`config.mk`:
```
export PLATFORM = sky130hd
export DESIGN_NAME = vjtag_led_engine_flat
export DESIGN_NICKNAME = d
export VERILOG_FILES = /design/src/rtl/vjtag_led_engine_if.sv /design/src/rtl/vjtag_led_engine.sv /design/src/flat_wrapper.sv
export SDC_FILE = /design/constraint.sdc
export NUM_CORES = 1
export LEC_CHECK = 0
export BUFFER_PORTS_ARGS = -buffer_cell sky130_fd_sc_hd__buf_2
export CAP_MARGIN = 20
export CELL_PAD_IN_SITES_DETAIL_PLACEMENT = 0
export CELL_PAD_IN_SITES_GLOBAL_PLACEMENT = 1
export CORE_ASPECT_RATIO = 1.4
export CORE_MARGIN = 5
export CORE_UTILIZATION = 46
export CTS_CLUSTER_DIAMETER = 100
export DETAILED_ROUTE_END_ITERATION = 16
export PLACE_DENSITY = 0.78
export SYNTH_ARGS = -nofsm -noshare
export SYNTH_HDL_FRONTEND = slang
export SYNTH_SLANG_ARGS = --single-unit
```
`constraint.sdc`:
```
create_clock -name clk -period 2.3 [get_ports clk]
set_input_delay 0.115 -clock clk [delete_from_list [all_inputs] [get_ports clk]]
set_output_delay 0.115 -clock clk [all_outputs]
set_load 0.02 [all_outputs]
```
`src/rtl/vjtag_led_engine_if.sv`:
```
// Bundle between the virtual-JTAG client and the LED engine:
// the toggle/DR inputs and the LED, count and readback outputs.
interface vjtag_led_engine_if #(
    parameter int CNT_W = 8
);
    logic             upd_toggle;
    logic [6:0]       dr_word;
    logic [2:0]       leds;
    logic [CNT_W-1:0] cmd_count;
    logic [6:0]       readback;

    modport master (
        output upd_toggle, dr_word,
        input  leds, cmd_count, readback
    );

    modport slave (
        input  upd_toggle, dr_word,
        output leds, cmd_count, readback
    );
endinterface

```
`src/rtl/vjtag_led_engine.sv`:
```
// Virtual-JTAG LED engine: resyncs Update-DR toggle, decodes LED commands.
// Optional VJTAG_LED_READBACK_EN adds a registered status readback word.
module vjtag_led_engine #(
    parameter int PRESCALE_W  = 24,
    parameter int SYNC_STAGES = 2,
    parameter int CNT_W       = 8
) (
    input  logic              clk,
    input  logic              reset,
    vjtag_led_engine_if.slave bus
);
    typedef enum logic [1:0] {
        ST_STATIC = 2'b00,
        ST_BLINK  = 2'b01,
        ST_CHASE  = 2'b10,
        ST_PWM    = 2'b11
    } mode_e;

    mode_e                  r_mode;
    mode_e                  w_mode_nxt;
    logic [SYNC_STAGES-1:0] r_sync;
    logic                   r_prev;
    logic [SYNC_STAGES:0]   r_arm;
    logic                   w_edge;
    logic                   w_accept;
    logic                   r_cap;
    logic [6:0]             r_cmd;
    logic                   r_load;
    logic [1:0]             r_arg;
    logic [2:0]             r_pat;
    logic [2:0]             r_leds;
    logic [2:0]             w_leds_nxt;
    logic [PRESCALE_W-1:0]  r_pre;
    logic [PRESCALE_W-1:0]  w_pre_nxt;
    logic [PRESCALE_W-1:0]  w_mask;
    logic [7:0]             w_sh;
    logic                   w_tick;
    logic [CNT_W-1:0]       r_cnt;

    assign w_edge   = r_sync[SYNC_STAGES-1] ^ r_prev;
    assign w_accept = w_edge & r_arm[SYNC_STAGES];

    // Toggle resync; r_arm masks the fill of the chain after reset
    always_ff @(posedge clk or posedge reset) begin
        if (reset) begin
            r_sync <= '0;
            r_prev <= 1'b0;
            r_arm  <= '0;
            r_cap  <= 1'b0;
            r_cmd  <= '0;
        end else begin
            r_sync <= {r_sync[SYNC_STAGES-2:0], bus.upd_toggle};
            r_prev <= r_sync[SYNC_STAGES-1];
            r_arm  <= {r_arm[SYNC_STAGES-1:0], 1'b1};
            r_cap  <= w_accept;
            if (w_accept) begin
                r_cmd <= bus.dr_word;
            end
        end
    end

    always_comb begin
        w_mode_nxt = r_mode;
        if (r_cap) begin
            w_mode_nxt = mode_e'(r_cmd[6:5]);
        end
    end

    always_ff @(posedge clk or posedge reset) begin
        if (reset) begin
            r_mode <= ST_STATIC;
        end else begin
            r_mode <= w_mode_nxt;
        end
    end

    always_ff @(posedge clk or posedge reset) begin
        if (reset) begin
            r_load <= 1'b0;
            r_arg  <= '0;
            r_pat  <= '0;
            r_cnt  <= '0;
        end else begin
            r_load <= r_cap;
            if (r_cap) begin
                r_arg <= r_cmd[4:3];
                r_pat <= r_cmd[2:0];
                r_cnt <= r_cnt + 1'b1;
            end
        end
    end

    // Tick period 2^(PRESCALE_W-3+arg); a full-width shift yields an all-ones mask
    assign w_sh      = 8'(PRESCALE_W - 3) + {6'd0, r_arg};
    assign w_mask    = ~({PRESCALE_W{1'b1}} << w_sh);
    assign w_tick    = ((r_pre & w_mask) == w_mask);
    assign w_pre_nxt = r_load ? '0 : r_pre + 1'b1;

    always_comb begin
        w_leds_nxt = r_leds;
        unique case (r_mode)
            ST_STATIC: w_leds_nxt = r_pat;
            ST_BLINK: begin
                if (r_load) begin
                    w_leds_nxt = r_pat;
                end else if (w_tick) begin
                    w_leds_nxt = (r_leds == 3'b000) ? r_pat : 3'b000;
                end
            end
            ST_CHASE: begin
                if (r_load) begin
                    w_leds_nxt = r_pat;
                end else if (w_tick) begin
                    w_leds_nxt = {r_leds[1:0], r_leds[2]};
                end
            end
            ST_PWM: begin
                w_leds_nxt = (w_pre_nxt[1:0] < r_arg) ? r_pat : 3'b000;
            end
        endcase
    end

    always_ff @(posedge clk or posedge reset) begin
        if (reset) begin
            r_pre  <= '0;
            r_leds <= '0;
        end else begin
            r_pre  <= w_pre_nxt;
            r_leds <= w_leds_nxt;
        end
    end

    assign bus.leds      = r_leds;
    assign bus.cmd_count = r_cnt;

`ifdef VJTAG_LED_READBACK_EN
    logic [6:0] r_rb;

    always_ff @(posedge clk or posedge reset) begin
        if (reset) begin
            r_rb <= '0;
        end else begin
            r_rb <= {r_mode, r_arg, r_leds};
        end
    end

    assign bus.readback = r_rb;
`else
    assign bus.readback = 7'd0;
`endif
endmodule

```
`src/flat_wrapper.sv`:
```
// flat-port wrapper written by rule: the top's interface ports become plain ports
module vjtag_led_engine_flat 
#(
    parameter int PRESCALE_W  = 24,
    parameter int SYNC_STAGES = 2,
    parameter int CNT_W       = 8
)
  (clk, reset, bus_upd_toggle, bus_dr_word, bus_leds, bus_cmd_count, bus_readback);
  vjtag_led_engine_if #(.CNT_W(CNT_W)) bus_i ();
  input  logic clk;
  input  logic reset;
  input wire logic [$bits(bus_i.upd_toggle)-1:0] bus_upd_toggle;
  input wire logic [$bits(bus_i.dr_word)-1:0] bus_dr_word;
  output wire logic [$bits(bus_i.leds)-1:0] bus_leds;
  output wire logic [$bits(bus_i.cmd_count)-1:0] bus_cmd_count;
  output wire logic [$bits(bus_i.readback)-1:0] bus_readback;
  assign bus_i.upd_toggle = bus_upd_toggle;
  assign bus_i.dr_word = bus_dr_word;
  assign bus_leds = bus_i.leds;
  assign bus_cmd_count = bus_i.cmd_count;
  assign bus_readback = bus_i.readback;
  vjtag_led_engine #(.PRESCALE_W(PRESCALE_W), .SYNC_STAGES(SYNC_STAGES), .CNT_W(CNT_W)) u_core (.clk(clk), .reset(reset), .bus(bus_i));
endmodule
```
==> After elaboration in Yosys (flattened, before gate mapping) <==
Index checks and enable logic that the tools add are counted.
{ "totals": {"reg_bits": 57, "latch_bits": 0, "ramBits": 0, "mem_bits_ro": 0, "input_bits": 10, "output_inout_bits": 18, "wordCells": 38, "n_memories": 0} }
{ "classes": {"addsub": 3, "multipliers": 0, "div": 0, "magnitude_cmp": 1, "eq_ne": 6, "shift": 1, "n_mux": 8, "bitwise": 4, "reduce_logical": 3} }
{ "op_table": {"columns": ["operator", "count"], "rows": [
  ["24-bit by 1-bit adder with 24-bit output (second input constant)", 1],
  ["24-bit AND", 1],
  ["24-bit == test", 1],
  ["24-bit two-way mux", 1],
  ["24-bit NOT", 1],
  ["24-bit by 8-bit left shift with 24-bit output (first input constant)", 1],
  ["3-bit two-way mux", 6],
  ["3-bit case mux with 4 select lines", 1],
  ["8-bit by 1-bit adder with 8-bit output (second input constant)", 1],
  ["5-bit by 2-bit adder with 6-bit output (first input constant)", 1],
  ["3-bit by 1-bit != test with 1-bit output (second input constant)", 2],
  ["2-bit == test (second input constant)", 2],
  ["3-bit logical NOT", 1],
  ["2-bit by 1-bit == test with 1-bit output (second input constant)", 1],
  ["2-bit logical NOT", 1],
  ["2-bit less-than comparator", 1],
  ["2-bit AND reduction", 1],
  ["1-bit AND", 1],
  ["1-bit bitwise XOR", 1]
]} }

==> Depth between registers and ports, before layout <==
{ "logic_depth": {"ltp_word": 8, "ltp_mapped": 7, "depth_no_buf": 7} }

==> Least setup slack after synthesis <==
No wires, ideal clock.
{ "synth_path": {"kind": "register to register", "start": "register u_core.r_pre[0]", "end": "register u_core.r_leds[0] (netlist: u_core.bus.leds[0])", "setup_ns": 0.125, "arrival_time_ns": 1.608, "required_time_ns": 2.175, "setup_slack_ns": 0.567, "path_stages_with_launch": 7, "n_path_buf": 0, "period_less_slack_ns": 1.733, "cell_sequence": "dfrtp_1 ha_1 and4_4 nand4_4 nor2_2 a211o_2 mux2_4"} }
{ "synth_via": {"elab_chain_len": 5, "elab_cells_between_ends": 10, "classes_between": "add/sub: 1; order compare: 1; eq/ne: 3; mux: 3; bitwise: 1; reduce/logical: 1"} }
{ "synth_rtl": {"columns": ["element", "line_no", "text"], "rows": [
  ["start: declaration", "vjtag_led_engine.sv:33", "logic [PRESCALE_W-1:0] r_pre;"],
  ["start signal: assignment", "vjtag_led_engine.sv:128", "r_pre <= w_pre_nxt;"],
  ["24-bit by 1-bit adder with 24-bit output", "vjtag_led_engine.sv:97", "assign w_pre_nxt = r_load ? '0 : r_pre + 1'b1;"],
  ["24-bit two-way mux", "vjtag_led_engine.sv:97", null],
  ["2-bit less-than comparator", "vjtag_led_engine.sv:118", "w_leds_nxt = (w_pre_nxt[1:0] < r_arg) ? r_pat : 3'b000;"],
  ["3-bit two-way mux", "vjtag_led_engine.sv:118", null],
  ["3-bit case mux with 4 select lines", "vjtag_led_engine.sv:101", "unique case (r_mode)"],
  ["end signal: assignment", "vjtag_led_engine.sv:129", "r_leds <= w_leds_nxt;"],
  ["end: declaration", "vjtag_led_engine.sv:31", "logic [2:0] r_leds;"]
]} }
Parallel ways exist; a longest one is shown, timed or not.
A chain may end at the register's enable or synchronous reset.

==> Worst setup path after layout <==
{ "layout_path": {"start": "register u_core.r_pre[0]", "end": "register u_core.r_leds[2] (netlist: u_core.bus.leds[2])"} }
{ "layout_via": {"elab_chain_len": 5, "elab_cells_between_ends": 10, "classes_between": "add/sub: 1; order compare: 1; eq/ne: 3; mux: 3; bitwise: 1; reduce/logical: 1"} }
{ "layout_rtl": {"columns": ["element", "line_no", "text"], "rows": [
  ["24-bit by 1-bit adder with 24-bit output", "vjtag_led_engine.sv:97", null],
  ["24-bit two-way mux", "vjtag_led_engine.sv:97", null],
  ["via u_core.w_pre_nxt[1]", "vjtag_led_engine.sv:34", "logic [PRESCALE_W-1:0] w_pre_nxt;"],
  ["2-bit less-than comparator", "vjtag_led_engine.sv:118", null],
  ["3-bit two-way mux", "vjtag_led_engine.sv:118", null],
  ["3-bit case mux with 4 select lines", "vjtag_led_engine.sv:101", null]
]} }
The timed path passes the listed nets, and every way through them passes these cells.

==> flow_metrics.env <==
export IMPL_fmax_mhz=525
export IMPL_arrival_ps=2180
export IMPL_nets=282
export IMPL_grt_max_degree=58
export IMPL_path_class="reg2reg"
export IMPL_syn_area_um2=2550
export IMPL_ys_types=34
export IMPL_end_kind="flop"
export IMPL_crit_fanout=4
export IMPL_required_ps=2580
export IMPL_overflow=0
export IMPL_rsz0062_at_grt="false"
export IMPL_maxCapViolCount=0
export IMPL_post_synth_cell_area_avg_um2=10.9
export IMPL_synth_cells=233
export IMPL_p_leak_nw=1.44
export IMPL_clock_skew_ps=6.32
export IMPL_cts_sinks=57
export IMPL_start_util_pct=46.8
export IMPL_numCtsBuffers=9
export IMPL_slew_violations=0
export IMPL_root_buffer="clkbuf_8"
export IMPL_fin_crit_sh_pct=82.8
export IMPL_relSlewSlack_pct=66.1
export IMPL_insertion_delay_ps=330
export IMPL_grt_usage_pct=14.3
export IMPL_dieArea_um2=7150
export IMPL_drt_iter0_drc=62
export IMPL_ios=28
export IMPL_drive_gt1_share_pct=20.4
export IMPL_status="complete, no violations"
export IMPL_pwr_density_cell_nw_per_um2=976
export IMPL_postCtsSetupBuffers=0
export IMPL_antenna_cells=0
export IMPL_cts_buffer_depth=2
export IMPL_die_x_um=72.9
export IMPL_core_area_um2=5450
export IMPL_setup_ws_ps=396
export IMPL_area_growth_synth_to_final_pct=18.4
export IMPL_h_tree_depth=3
export IMPL_num_rows=32
export IMPL_critPathLaunchType="flop"
export IMPL_worst_pin_slew_ps=508
export IMPL_finalPower_mw=2.94
export IMPL_synth_seq_area_share_pct=56.0
export IMPL_pre_cts_ws_ps=392
export IMPL_vdd_ir_drop_max_mv=0.546
export IMPL_hold_viol_final=0
export IMPL_cts_resized=0
export IMPL_whs_ps=348
export IMPL_grt_pass1_wl_mm=7.91
export IMPL_drtAntennaViolNets=0
export IMPL_num_vias=1659
export IMPL_hp_class="reg2reg"
export IMPL_antenna_found_initial=0
export IMPL_fin_tns_setup_ps=0
export IMPL_die_h_um=98.1
export IMPL_hpwl_mm=2.99
export IMPL_first_pass_iters=4
export IMPL_port_buffers=20
export IMPL_vias_per_cell=4.85
export IMPL_drt_wl_total_mm=4.32
export IMPL_post_drt_wl_per_cell_um=12.6
export IMPL_place_inst=317
export IMPL_drc=0
export IMPL_grt_pass1_vias=1734
export IMPL_cts_tree="built"
export IMPL_gp_congestion=0.747
export IMPL_setup_viol=0
export IMPL_final_cells=342
export IMPL_yosysWarnings=0
export IMPL_min_period_ps=1900
export IMPL_clk_pin_slew_ps=70
export IMPL_ys_ff_latch=57
[timing repair]
item	4_1_cts	5_1_grt
endpoints found under the setup margin	0	0
hold buffers	9	0
endpoints found under the hold margin	65	0
[critical path, stage by stage, from the launching register on]
cell and delay (ps):
dfrtp_1 400, ha_1 300, nor2b_1 150, ha_1 310, a211oi_1 330, o21ai_0 120
o21ai_0 80, mux2_4 160
[flip-flops by register name, summed over array words and instances, names as in the netlist]
signal	flops
u_core.r_cap	1
u_core.r_cmd	7
u_core.r_pat	3
u_core.bus.cmd_count	8
u_core.r_load	1
u_core.r_sync	2
u_core.bus.leds	3
u_core.r_pre	24
u_core.r_mode	2
u_core.r_arg	2
u_core.r_arm	3
u_core.r_prev	1
[through the flow]
| stage | instance area [um2] | utilization, % |
|---|---|---|
| 3_5_place_dp | 2710 | 49.7 |
| 5_1_grt | 3020 | 55.4 |
| 2_1_floorplan | 2570 | - |
| 6_report | 3020 | 55.4 |
| 4_1_cts | 3020 | 55.4 |
| 3_3_place_gp | 2710 | 49.7 |
[final cells by class]
type	count	area, um2
well taps	68	85.1
clock inverters	7	95.1
inverters	4	15.0
clock buffers	9	124
flip-flops and latches	57	1430
repair buffers	31	218
fillers	496	2430
multi-input cells	166	1050
[cells in the final DEF (no fill, tap or decap), drive strengths merged, types with 2 or more instances in the layout]
master	instances
nor3	2
and3	4
inv	3
mux2i	3
mux2	10
bufinv	2
ha	3
buf	22
dfrtp	57
clkinv	5
and4	5
xnor2	11
or3	2
clkbuf	9
conb	8
nand3	7
nand2	38
xor2	19
and2	2
o21ai	10
nor2	26
dlygate4sd3	9
nand4	7
[worst paths after layout]
path	start	to	slack, ps	depth (start not counted)
worst max-delay path	u_core.r_pre[0]	u_core.bus.leds[2]	400	7
worst min-delay path	u_core.r_sync[0]	u_core.r_sync[1]	350	0
worst max register to register	u_core.r_pre[0]	u_core.bus.leds[2]	400	7
worst min register to register	u_core.r_sync[0]	u_core.r_sync[1]	350	0
max in group asynchronous	reset	u_core.r_pre[15]	1680	4
min in group asynchronous	reset	u_core.r_pre[4]	380	4
[synth_stat cells]
cell | number | share of area, %
nor2b_1 | 1 | 0.25
nand3_1 | 7 | 1.4
and3_1 | 4 | 0.98
nor2_1 | 25 | 3.7
xnor2_1 | 11 | 3.8
clkbuf_1 | 4 | 0.59
and4_1 | 2 | 0.69
buf_4 | 8 | 2.4
nand4b_1 | 1 | 0.34
a211oi_1 | 1 | 0.29
clkinv_1 | 1 | 0.15
mux2_4 | 3 | 1.8
nor2_2 | 1 | 0.25
a21oi_1 | 1 | 0.20
nor4_2 | 1 | 0.49
xor2_1 | 19 | 6.5
o21ai_0 | 10 | 2.0
a211o_2 | 1 | 0.39
nand2_1 | 38 | 5.6
a221oi_1 | 1 | 0.34
nor3_1 | 2 | 0.39
mux2_2 | 7 | 3.1
nand4_4 | 1 | 0.83
inv_1 | 3 | 0.44
ha_1 | 3 | 1.5
a31oi_1 | 1 | 0.25
and2_1 | 2 | 0.49
conb_1 | 2 | 0.29
and4_4 | 3 | 1.3
or3_1 | 2 | 0.49
dfrtp_1 | 57 | 56
nand2b_1 | 1 | 0.25
nand4_1 | 6 | 1.5
mux2i_1 | 3 | 1.2
[layer usage]
metal | track usage [%] | up-vias | part of all wire (%)
li1 | - | 834 | -
met1 | 17.1 | 795 | 43
met2 | 22.9 | 21 | 51
met3 | 2.88 | 9 | 2.6
met4 | 9.23 | 0 | 3.0
met5 | 0 | - | 0
[cells by family (layout without fill, tap and decap cells)]
| group | after synthesis | count (layout) | share of synthesized area [%] |
|---|---|---|---|
| AND/OR/NAND/NOR | 97 | 97 | 18.9 |
| flip-flops | 57 | 57 | 56.0 |
| XOR/XNOR | 30 | 30 | 10.3 |
| buffers and inverters | 16 | 51 | 3.54 |
| AO/OA/AOI/OAI | 15 | 15 | 3.44 |
| multiplexers | 13 | 13 | 6.04 |
| adder cells (fa/ha/maj) | 3 | 3 | 1.47 |
| other | 2 | 8 | 0.295 |
[where the power goes]
| part | internal, mW | leakage, nW | switching (mW) | total, mW |
|---|---|---|---|---|
| combinational | 0.285 | 0.594 | 0.304 | 0.589 |
| sequential | 1.17 | 0.739 | 0.170 | 1.34 |
| clock | 0.609 | 0.109 | 0.406 | 1.02 |
(Power assumes the default switching activity.)
